[src/rtl/fx_bus_pkg.sv]
// fx_bus_pkg: shared definitions for the fx register bus.
//   - command opcodes carried on the USB byte stream
//   - address field widths ({dev_id, register})
//   - state encoding of the command bridge FSM
package fx_bus_pkg;

  localparam logic [7:0] FX_OP_WR = 8'h57;
  localparam logic [7:0] FX_OP_RD = 8'h52;

  localparam int unsigned FX_DEV_W  = 6;
  localparam int unsigned FX_REG_W  = 16;
  localparam int unsigned FX_ADDR_W = FX_DEV_W + FX_REG_W;

  typedef enum logic [3:0] {
    ST_IDLE,
    ST_ADR2,
    ST_ADR1,
    ST_ADR0,
    ST_DATA,
    ST_WSTB,
    ST_RSTB,
    ST_RWAIT,
    ST_RESP
  } fx_state_e;

  function automatic logic fx_is_op(input logic [7:0] b);
    return (b == FX_OP_WR) || (b == FX_OP_RD);
  endfunction

endpackage

[src/rtl/fx_rx_timeout.sv]
// fx_rx_timeout: inter-byte idle counter for packet reception.
//   clk_sys  in   system clock
//   rst      in   synchronous active-high reset
//   run      in   counting enabled (packet partially received)
//   clr      in   a byte was accepted this cycle; restart the count
//   expired  out  high in the cycle that completes TIMEOUT_CYC idle cycles
module fx_rx_timeout #(
  parameter int unsigned TIMEOUT_CYC = 50000
) (
  input  logic clk_sys,
  input  logic rst,
  input  logic run,
  input  logic clr,
  output logic expired
);

  localparam logic [16:0] LIMIT = 17'(TIMEOUT_CYC);

  logic [16:0] cnt;
  logic [16:0] cnt_inc;

  assign cnt_inc = cnt + 17'd1;
  // The limit is reached at the end of this cycle if no byte arrives in it.
  assign expired = run && !clr && (cnt_inc == LIMIT);

  always_ff @(posedge clk_sys) begin
    if (rst || !run || clr) begin
      cnt <= '0;
    end else if (cnt_inc != LIMIT) begin
      cnt <= cnt_inc;
    end
  end

endmodule

[src/rtl/fx_cmd_bridge.sv]
// fx_cmd_bridge: master of the fx register bus driven by a command byte stream.
//   clk_sys, rst           clock, synchronous active-high reset
//   rx_data/valid/ready    command byte stream (57 A2 A1 A0 D | 52 A2 A1 A0)
//   tx_data/valid/ready    one response byte per read command
//   fx_waddr/fx_wr/fx_data write strobe with address and data
//   fx_raddr/fx_rd         read strobe with address
//   fx_q                   OR-combined slave read data, RD_LAT cycles after fx_rd
//   busy                   FSM not idle
//   pkt_err                one-cycle pulse on bad opcode or inter-byte timeout
module fx_cmd_bridge
  import fx_bus_pkg::*;
#(
  parameter int unsigned RD_LAT      = 1,
  parameter int unsigned TIMEOUT_CYC = 50000
) (
  input  logic                 clk_sys,
  input  logic                 rst,
  input  logic [7:0]           rx_data,
  input  logic                 rx_valid,
  output logic                 rx_ready,
  output logic [7:0]           tx_data,
  output logic                 tx_valid,
  input  logic                 tx_ready,
  output logic [FX_ADDR_W-1:0] fx_waddr,
  output logic                 fx_wr,
  output logic [7:0]           fx_data,
  output logic [FX_ADDR_W-1:0] fx_raddr,
  output logic                 fx_rd,
  input  logic [7:0]           fx_q,
  output logic                 busy,
  output logic                 pkt_err
);

  localparam int unsigned LAT_W = (RD_LAT < 2) ? 1 : $clog2(RD_LAT);

  fx_state_e            state_q, state_d;
  logic                 accept;
  logic                 bad_op;
  logic                 expired;
  logic                 rx_phase;
  logic                 op_wr_q;
  logic [FX_ADDR_W-1:0] addr_sh;
  logic [FX_ADDR_W-1:0] addr_q;
  logic [LAT_W-1:0]     lat_cnt;
  logic                 lat_done;

  assign accept   = rx_valid && rx_ready;
  assign rx_phase = state_q inside {ST_ADR2, ST_ADR1, ST_ADR0, ST_DATA};
  assign lat_done = (lat_cnt == LAT_W'(RD_LAT - 1));

  // Incoming address bytes collect in addr_sh; the visible address register
  // only changes when a strobe is issued, so aborted packets leave it intact.
  assign fx_waddr = addr_q;
  assign fx_raddr = addr_q;

  fx_rx_timeout #(
    .TIMEOUT_CYC(TIMEOUT_CYC)
  ) u_timeout (
    .clk_sys(clk_sys),
    .rst    (rst),
    .run    (rx_phase),
    .clr    (accept),
    .expired(expired)
  );

  always_comb begin
    state_d = state_q;
    bad_op  = 1'b0;
    case (state_q)
      ST_IDLE: begin
        if (accept) begin
          if (fx_is_op(rx_data)) state_d = ST_ADR2;
          else                   bad_op  = 1'b1;
        end
      end
      ST_ADR2: begin
        if (accept)       state_d = ST_ADR1;
        else if (expired) state_d = ST_IDLE;
      end
      ST_ADR1: begin
        if (accept)       state_d = ST_ADR0;
        else if (expired) state_d = ST_IDLE;
      end
      ST_ADR0: begin
        if (accept)       state_d = op_wr_q ? ST_DATA : ST_RSTB;
        else if (expired) state_d = ST_IDLE;
      end
      ST_DATA: begin
        if (accept)       state_d = ST_WSTB;
        else if (expired) state_d = ST_IDLE;
      end
      ST_WSTB:  state_d = ST_IDLE;
      ST_RSTB:  state_d = ST_RWAIT;
      ST_RWAIT: if (lat_done) state_d = ST_RESP;
      ST_RESP:  if (tx_valid && tx_ready) state_d = ST_IDLE;
      default:  state_d = ST_IDLE;
    endcase
  end

  always_ff @(posedge clk_sys) begin
    if (rst) begin
      state_q  <= ST_IDLE;
      rx_ready <= 1'b0;
      busy     <= 1'b0;
      fx_wr    <= 1'b0;
      fx_rd    <= 1'b0;
      tx_valid <= 1'b0;
      tx_data  <= '0;
      pkt_err  <= 1'b0;
      op_wr_q  <= 1'b0;
      addr_sh  <= '0;
      addr_q   <= '0;
      fx_data  <= '0;
      lat_cnt  <= '0;
    end else begin
      state_q <= state_d;

      // Outputs are decoded from the next state so each is registered.
      rx_ready <= state_d inside {ST_IDLE, ST_ADR2, ST_ADR1, ST_ADR0, ST_DATA};
      busy     <= (state_d != ST_IDLE);
      fx_wr    <= (state_d == ST_WSTB);
      fx_rd    <= (state_d == ST_RSTB);
      tx_valid <= (state_d == ST_RESP);
      pkt_err  <= bad_op || expired;

      if (accept) begin
        case (state_q)
          ST_IDLE: op_wr_q <= (rx_data == FX_OP_WR);
          ST_ADR2: addr_sh[FX_ADDR_W-1:FX_REG_W] <= rx_data[FX_DEV_W-1:0];
          ST_ADR1: addr_sh[FX_REG_W-1:8] <= rx_data;
          ST_ADR0: begin
            addr_sh[7:0] <= rx_data;
            if (!op_wr_q) addr_q <= {addr_sh[FX_ADDR_W-1:8], rx_data};
          end
          ST_DATA: begin
            addr_q  <= addr_sh;
            fx_data <= rx_data;
          end
          default: ;
        endcase
      end

      if (state_q == ST_RWAIT) lat_cnt <= lat_cnt + LAT_W'(1);
      else                     lat_cnt <= '0;

      if (state_q == ST_RWAIT && lat_done) tx_data <= fx_q;
    end
  end

endmodule

[config.mk]
export PLATFORM = sky130hd
export DESIGN_NAME = fx_cmd_bridge
export DESIGN_NICKNAME = d
export VERILOG_FILES = /design/src/rtl/fx_bus_pkg.sv /design/src/rtl/fx_rx_timeout.sv /design/src/rtl/fx_cmd_bridge.sv
export SDC_FILE = /design/constraint.sdc
export NUM_CORES = 1
export LEC_CHECK = 0
export ABC_AREA = 1
export CAP_MARGIN = 25
export CORE_ASPECT_RATIO = 1.2
export CORE_MARGIN = 3
export CORE_UTILIZATION = 35
export CTS_BUF_LIST = sky130_fd_sc_hd__clkbuf_8
export DETAILED_ROUTE_END_ITERATION = 16
export GPL_ROUTABILITY_DRIVEN = 0
export GPL_TIMING_DRIVEN = 0
export SLEW_MARGIN = 20
export SYNTH_ARGS = -nofsm -noshare
export SYNTH_HDL_FRONTEND = slang
export SYNTH_SLANG_ARGS = --single-unit
[constraint.sdc]
create_clock -name clk_sys -period 2.05 [get_ports clk_sys]
set_input_delay 0.41 -clock clk_sys [delete_from_list [all_inputs] [get_ports clk_sys]]
set_output_delay 0.41 -clock clk_sys [all_outputs]
set_load 0.02 [all_outputs]
==> reports/metrics.cfg <==
[floorplan]
die_w_um=102
rows=41
start_util_pct=36.2
chipHeight_um=121
ios=86
design.die.area_um2=12300
design.core.area_um2=10600

[placement]
place_hpwl_mm=7.27
io_buffers=85

[final_layout]
antenna_cells=0
drive_above_1_share_pct=13.4
num-nets-final=644
area_growth_pct=35.6
n_fill_cell=1061

[clock_tree]
clock_sinks=89
cts_tree=yes
cts.path.max_buffers=2
ctsHoldBuffers=0
clk_pin_slew_ns=0.08
cts_made_buffers=9
insertion_delay_ns=0.36
root_buffer=clkbuf_8
htreeDepth=3

[setup_path]
path_class=in2reg
endpoint_kind=flop
cp.arrival_ns=2.28
critPathLaunchType=primary input
required_ns=2.34
path_max_fanout=10

[synth]
synthSimpleGateAreaFrac_pct=21.5
synth_area_leaders=dfxtp_1 46%, o21ai_0 8.5%, nand2_1 7.9%, a21oi_1 7.4%, nor2_1 6.3%
synth_fp_nets=543
netlist_instances=521
yosys.area.top_type=dfxtp_1
syn_area_um2=3840
synth_top_family_by_area=simple AND/OR/NAND/NOR gates
yosysSeqAreaShare_pct=46.4
synthMuxAreaShare_pct=0
yosysWarnings=0
synth_top_area_share_pct=46.4
synth_xor_area_share_pct=0.912
synthAdderAreaFrac_pct=0.651
ys_seq_elements=89
synth_cell_types=31
avgSynthCellArea_um2=7.37
synth_compound_area_share_pct=18.8

[sta]
hold_ws_ns=0.449
fin_tns_setup_ns=0
finalCriticalPeriod_ns=1.99
final-setup-viol-count=0
fmax_mhz=502
report.final.slew_viol_count=0
final.period_utilization_pct=97.1
max-slew-margin-rel_pct=68.7
hold_viol=0
tightest_slew_ns=0.469
grt_setup_unrepaired=yes
fin_skew_ns=0.00789

[power_and_ir_drop]
total_power_mw=3.18
p_leak_nw=1.94
powerDensity_nw_per_um2=610
ir_drop_mv=0.483

[min_path]
hold_path_class=reg2reg

[global_route]
grt.overflow.total=0
grt_first_pass_wirelength_mm=15.9
antenna_found_initial=0
grt_pass1_vias=3373
grt_usage_pct=16.1
grt_max_degree=15

[routing]
remaining_drc_errors=0
vias=3642
wl_per_cell_um=12.9
drtIter0Drc=168
vias_per_cell=4.82
drt_pass1_iterations=5
ant_nets=0
finalWirelength_mm=9.75

[status]
outcome=complete, no violations

[job]
max-cap-violations=0

[metal layers]
layer	track usage (%)	wire length, µm
met5	0	0
met4	5.49	136
met3	3.29	413
met2	26.5	4660
met1	20.9	4540
[path summary, 6_finish.rpt]
kind / start / to / slack, ns / cells after the start
setup / recovery: rx_valid / u_timeout.cnt[10]$_SDFFE_PP0P_ / 0.06 / 7
hold reg to reg: fx_data[0]$_SDFFE_PP0P_ / fx_data[0]$_SDFFE_PP0P_ / 0.45 / 2
setup reg to reg: u_timeout.cnt[0]$_SDFFE_PP0P_ / busy$_SDFF_PP0_ / 0.08 / 14
hold / removal: fx_data[0]$_SDFFE_PP0P_ / fx_data[0]$_SDFFE_PP0P_ / 0.45 / 2
[synth_stat cells]
library cell,instances
o21ai_0,65
a22oi_1,1
buf_2,5
nand2_2,2
nand3_1,23
nand4_1,7
buf_4,23
a21oi_1,57
nor2_4,2
xor2_1,1
buf_1,1
o21bai_1,2
a21oi_2,1
nor2_1,64
nand3_2,1
nor2_2,8
inv_2,1
nor3_1,4
ha_1,2
nand3b_1,1
inv_1,50
clkinv_1,2
nand2_1,81
clkbuf_1,12
o21ai_2,1
xnor2_1,3
a32oi_1,1
clkbuf_2,1
a211oi_1,1
a31oi_1,9
dfxtp_1,89
[worst max-delay path, cell delays in order]
cell	delay, ns
clkdlybuf4s50_1	0.39
nand2_1	0.23
inv_1	0.15
a21oi_1	0.30
nand2_1	0.30
clkbuf_1	0.32
a21oi_1	0.17
[cells in the final DEF, fill, tap and decap left out, types with 3 or more instances in the layout]
master	count
inv_1	50
buf_2	5
clkdlybuf4s50_1	85
nand2_2	7
nand3_2	3
a31oi_1	9
nor3_1	4
o21ai_0	65
buf_4	28
dfxtp_1	86
clkbuf_8	10
a21oi_1	56
nor2_2	6
nand4_1	7
clkbuf_1	11
nor2_1	60
xnor2_1	3
nand2_1	76
clkinv_2	3
nand3_1	21
nor2_4	8
[metrics by stage]
step	setup slack, ns	instances	instance area, µm²	utilization, %
after floorplan	0.173	521	3840	-
after global placement	-0.316	735	4850	45.7
after detailed placement	-0.346	735	4850	45.7
after CTS	0.00501	752	5110	48.2
after global routing	-0.149	756	5210	49.1
final	0.0599	756	5210	49.1
[power breakdown]
group          total (mW)  internal (mW)  leakage, nW  switching [mW]
Clock                1.33          0.714        0.117           0.619
Combinational       0.114         0.0499         1.10          0.0644
Sequential           1.73           1.73        0.719         0.00286
Total                3.18           2.49         1.94           0.686
[area by class of cell]
type	count	area, µm²	share of cell area [%]
clock inverter	6	82.6	1.59
sequential	89	1790	34.4
inverter	53	200	3.84
timing repair buffer	90	888	17.1
clock buffer	10	138	2.64
multi-input combinational	337	1700	32.5
buffer	42	253	4.85
tap	129	161	3.10
[state kept, by name, indices dropped and copies added (netlist names)]
signal / count
tx_valid: 1
fx_wr: 1
op_wr_q: 1
lat_cnt: 1
fx_raddr: 22
pkt_err: 1
fx_data: 8
state_q: 4
u_timeout.cnt: 17
rx_ready: 1
addr_sh: 22
fx_rd: 1
busy: 1
tx_data: 8
[cells by family (layout without fill, tap and decap cells)]
group           count (synthesis)  in the layout
buf+inv                        95            201
xor+xnor                        4              4
simple gates                  193            193
compound gates                138            138
fa+ha+maj                       2              2
flops                          89             89
[repair_timing]
item                                    CTS  global route
resized for setup                         9            21
hold endpoints to repair                  0             0
setup buffers                             1             4
endpoints found under the setup margin   12            54
pin swaps                                 1             8
Power figures use the tool's default switching activity.
